[src/rtl/mem_access_stage_pkg.sv]
// mem_access_stage_pkg: shared widths and FSM encoding for the MEM stage
package mem_access_stage_pkg;
    localparam int DW = 16;
    localparam int RW = 4;
    typedef enum logic {
        IDLE = 1'b0,
        REQ  = 1'b1
    } state_t;
endpackage

[src/rtl/mem_access_stage.sv]
// mem_access_stage: EX/MEM consumer doing the data-memory req/ack access and producing MEM/WB
module mem_access_stage
    import mem_access_stage_pkg::*;
#(
    parameter int DW      = mem_access_stage_pkg::DW,
    parameter int RW      = mem_access_stage_pkg::RW,
    parameter int TIMEOUT = 15,
    parameter int CW      = 4
) (
    input  logic          clk,
    input  logic          rst,
    input  logic          dmem_wen_exmem,
    input  logic          mem2reg_exmem,
    input  logic          rf_wen_exmem,
    input  logic [RW-1:0] rf_waddr_exmem,
    input  logic [DW-1:0] aluout_exmem,
    input  logic [DW-1:0] rdata2_exmem,
    input  logic [DW-1:0] pc_added_exmem,
    input  logic          jal_exmem,
    input  logic          nop_lw_exmem,
    input  logic          nop_sw_exmem,
    output logic          dmem_req,
    output logic          dmem_we,
    output logic [DW-1:0] dmem_addr,
    output logic [DW-1:0] dmem_wdata,
    input  logic          dmem_ack,
    input  logic [DW-1:0] dmem_rdata,
    output logic          mem_stall,
    output logic          mem_err,
    output logic          rf_wen_memwb,
    output logic [RW-1:0] rf_waddr_memwb,
    output logic [DW-1:0] wb_data_memwb
);
    state_t        state, state_n;
    logic [CW-1:0] cnt;
    logic          ld, st, memop, tmo;

    assign ld    = mem2reg_exmem & ~nop_lw_exmem;
    assign st    = dmem_wen_exmem & ~nop_sw_exmem;
    assign memop = ld | st;
    assign tmo   = cnt == CW'(TIMEOUT);

    // state register; reset abandons any outstanding access
    always_ff @(posedge clk or posedge rst) begin
        if (rst) state <= IDLE;
        else     state <= state_n;
    end

    // issue on a memory op, return to IDLE on ack or timeout
    always_comb begin
        state_n = (state == IDLE) ? (memop ? REQ : IDLE) : ((dmem_ack | tmo) ? IDLE : REQ);
    end

    // stall upstream on issue and while the access is still pending
    always_comb begin
        mem_stall = (state == IDLE) ? memop : ~(dmem_ack | tmo);
    end

    // memory request, timeout counter and MEM/WB writeback registers
    always_ff @(posedge clk or posedge rst) begin
        if (rst) begin
            dmem_req       <= 1'b0;
            dmem_we        <= 1'b0;
            dmem_addr      <= '0;
            dmem_wdata     <= '0;
            mem_err        <= 1'b0;
            cnt            <= '0;
            rf_wen_memwb   <= 1'b0;
            rf_waddr_memwb <= '0;
            wb_data_memwb  <= '0;
        end else begin
            mem_err <= 1'b0;
            if (state == IDLE) begin
                if (memop) begin
                    dmem_req     <= 1'b1;
                    dmem_we      <= st;
                    dmem_addr    <= aluout_exmem;
                    dmem_wdata   <= rdata2_exmem;
                    cnt          <= '0;
                    rf_wen_memwb <= 1'b0;
                end else begin
                    rf_wen_memwb   <= rf_wen_exmem & ~nop_lw_exmem;
                    rf_waddr_memwb <= rf_waddr_exmem;
                    wb_data_memwb  <= jal_exmem ? pc_added_exmem : aluout_exmem;
                end
            end else if (dmem_ack) begin
                dmem_req     <= 1'b0;
                rf_wen_memwb <= rf_wen_exmem & ~dmem_we;
                if (!dmem_we) begin
                    rf_waddr_memwb <= rf_waddr_exmem;
                    wb_data_memwb  <= dmem_rdata;
                end
            end else if (tmo) begin
                dmem_req      <= 1'b0;
                mem_err       <= 1'b1;
                rf_wen_memwb  <= 1'b0;
                wb_data_memwb <= '0;
            end else begin
                cnt <= cnt + 1'b1;
            end
        end
    end
endmodule
[config.mk]
export PLATFORM = sky130hd
export DESIGN_NAME = mem_access_stage
export DESIGN_NICKNAME = d
export VERILOG_FILES = /design/src/rtl/mem_access_stage_pkg.sv /design/src/rtl/mem_access_stage.sv
export SDC_FILE = /design/constraint.sdc
export NUM_CORES = 1
export LEC_CHECK = 0
export CAP_MARGIN = 20
export CORE_MARGIN = 2
export CORE_UTILIZATION = 37
export CTS_CLUSTER_SIZE = 24
export DETAILED_ROUTE_END_ITERATION = 8
export PLACE_DENSITY = 0.86
export REMOVE_ABC_BUFFERS = 1
export SLEW_MARGIN = 0
export SYNTH_ARGS = -nofsm -noshare
export SYNTH_HDL_FRONTEND = slang
export SYNTH_SLANG_ARGS = --single-unit
[constraint.sdc]
create_clock -name clk -period 1.8 [get_ports clk]
set_input_delay 0.18 -clock clk [delete_from_list [all_inputs] [get_ports clk]]
set_output_delay 0.18 -clock clk [all_outputs]
set_load 0.02 [all_outputs]
==> run metrics, run 1 <==
Max-Cap Viols=0; area fraction of the dominant cell type after synthesis=54.88%; combinational share of power=43.3%; clock tree from TritonCTS=built; internal power of the cells=around 3.7 mW; post-synth cell types=34; Leak=a little under 2 nW; residual antenna-violating net count after detailed routing=0; Register-to-Register Setup Slack=0.19 ns; top cell type by total area after synthesis=dfrtp_1; Overall Global Routing Usage=18.46%; maximum number of pins on one net before global-route repair=39; core outline area=7253 um2; core occupancy in the finished layout=62.60%; clock sink total=a little over 60; Post-DP HPWL=5.552 mm; PnR Total Power=about 5.5 mW; First-pass DRT Iterations=4; CP Launch Point=cnt[0]; initial detailed-routing violation count=52; Worst Setup Path Type=register to output port; final wirelength=between 7 and 8 mm; Adder-Cell Fraction of Synth Area=0.4498%; final-layout setup total negative slack=0 ns; CTS clk-pin slew, worst paths=0.07 ns; final setup violating endpoints=0; Setup crit start kind=register; Hold Crit Class=input pin to asynchronous set/reset pin; antenna violations before repair=0; Worst Reg-to-Reg Cells=7; Synth Instances=between 200 and 250; P_sw=1.765 mW; wire length of the first global-routing pass=around 12 mm; proportion of synthesized area in mux cells=28.52%; Total Die Area=just over 8000 um2; # diodes=0; most common cell in the netlist=dfrtp_1; clock root buffer=clkbuf_8; power density over the cells=1203 nW/um2; Avg Inst Size Synth=around 14 um2; number of buffers inserted by port buffering=133; mean number of vias per cell=4.872; count of synthesis-stage warnings from yosys=0; share of the synthesized area in compound gates (AO/OA/AOI/OAI)=6.928%; smallest hold slack=0.2161 ns; cell types occupying the most area after synthesis=dfrtp_1 55%, mux2_2 17%, mux2i_1 6.1%, mux2_4 5.4%, nand3_1 3.4%; Data required, critical path=1.62 ns; placer's final routability congestion estimate=0.7580; crit path capture type=output port; number of nets in the layout=435; dominant combinational cell family by area after synthesis=multiplexers; Clk network pwr share=roughly a fifth; die height=slightly above 90 um; proportion of power drawn by flip-flops and latches=36.7%; endpoint of the worst-slack reg-to-reg timing path=wb_data_memwb[12]; vias=2241; Overflow after GRT=0; Period minus WS final=1.647 ns; Arrival @ worst endpoint=1.47 ns; leading register cell type out of synthesis=dfrtp_1; starting density of the core=a little under two fifths; remaining design rule violation count=0; Clock Skew=0.01123 ns; hold buffer count at CTS=0; Post-synth ARST share=between 90% and 100%; Crit Path Max Fanout=2; worst-case vdd ir drop=about 0.00062 V; RSZ-0062 raised after global routing=no; area share of xor/xnor cells in the synthesized design=0%; number of buffers on the longest clock path=2; die outline width=90.70 um; Worst setup endpoint=mem_stall; cell area after technology mapping=around 2800 um2; slew of the pin with the lowest slew margin=0.4970 ns; fraction of layout instances using a drive strength above 1=26.04%; number of placed I/O pins=134; number of buffers added by the clock tree synthesis step=9; wire length per cell=15.91 um; final cycle utilization of the critical path=91.52%; maximum operating frequency=607.0 MHz; count of endpoints failing hold in the final timing report=0; worst skew pair latency=0.33 ns; switching share of power=32.33%; status=completed; number of rows in the core area=31; fraction of the yosys area taken by sequential cells=54.88%; number of storage elements in the synthesis netlist=61; number of max-slew violations in the final report=0; most instantiated cells after synthesis=61 x dfrtp_1, 42 x mux2_2, 19 x nand3_1; Post-synth EDFFs=0; layout overhead on the synthesized area=63.25%; remaining max-slew budget at the tightest pin=66.87%; reg2reg start=cnt[0]; Clock H-tree levels=3; number of global-route vias before repair=2413; Synth Area in Simple Gates=6.523%
[cell usage in the layout (no fill, tap or decap), types with 2 or more instances in the layout]
cell,netlist,layout
clkdlybuf4s50_1,0,132
dfrtp_1,61,61
mux2_2,42,42
nand3_1,19,19
o21ai_0,18,18
mux2i_1,17,17
buf_4,1,15
clkbuf_8,0,12
mux2_4,10,10
buf_12,0,4
a22o_1,3,3
inv_2,1,2
clkbuf_1,3,2
[worst min path at each step]
stage / start / endpoint / depth (start not counted)
detailed placement: dmem_addr[6] / dmem_addr[6] / 1
CTS: rst / mem_err / 3
global route: rst / dmem_wdata[13] / 3
floorplan: dmem_ack / mem_err / 1
global placement: dmem_addr[7] / dmem_addr[7] / 1
finish: rst / dmem_wdata[5] / 3
[critical path: stages (launching register included)]
cell and delay, ns:
dfrtp_1 0.39, ha_1 0.21, nand3_1 0.10, and2_1 0.18, nor2_2 0.05, inv_1 0.06, buf_2 0.16
[layer usage]
layer	up-vias	part of all wire [%]	GRT usage, %
li1	1058	-	-
met1	1076	43	22.25
met2	98	48	30.91
met3	9	7.4	5.259
met4	0	1.2	7.692
met5	-	0	0
[cell families after synthesis]
kind of cell               count (synthesis)
adders and majority gates                  1
muxes                                     69
AOI/OAI and AO/OA                         29
buffers and inverters                     15
and+or+nand+nor                           31
DFF                                       61
[power groups by stage]
stage,logic (mW),clock network [mW],registers [mW]
after floorplan,0.658,0,2.48
after global placement,2.33,0,2.00
after detailed placement,2.37,0,2.03
after CTS,2.40,1.13,2.01
after global routing,2.50,1.20,2.05
final,2.37,1.09,2.00
[layout make-up]
cell class / count / area [um2]
Clock inverter: 1 / 5.005
Inverter: 3 / 11.26
Fill cell: 580 / 2713
Timing Repair Buffer: 152 / 1519
Multi-Input combinational cell: 130 / 1182
Clock buffer: 14 / 172.7
Tap cell: 99 / 123.9
Sequential cell: 61 / 1526
[state kept, by name, indices dropped and copies added (netlist names)]
signal / cells
mem_err: 1
cnt: 4
rf_waddr_memwb: 4
state: 1
dmem_wdata: 16
dmem_req: 1
dmem_we: 1
dmem_addr: 16
rf_wen_memwb: 1
wb_data_memwb: 16
[metrics by stage]
stage,setup WS [ns],instances,cell area [um2]
after floorplan,-0.1754,194,2718
after global placement,-0.2229,444,4358
after detailed placement,-0.2457,444,4358
after CTS,0.001483,460,4544
after global routing,0.03992,460,4541
final,0.1526,460,4541
[timing repair]
item	CTS	global route
gates cloned	0	0
buffers inserted	1	0
endpoints found under the setup margin	1	1
gates resized for setup	3	2
Note: power is estimated with default switching activity, not from simulation.
==> run 2: changes to the inputs <==
HOLD_SLACK_MARGIN = 0.1   (was not set)
==> results of run 2 <==
Same layout as run 1: the final DEF is identical, and so are final timing and power.
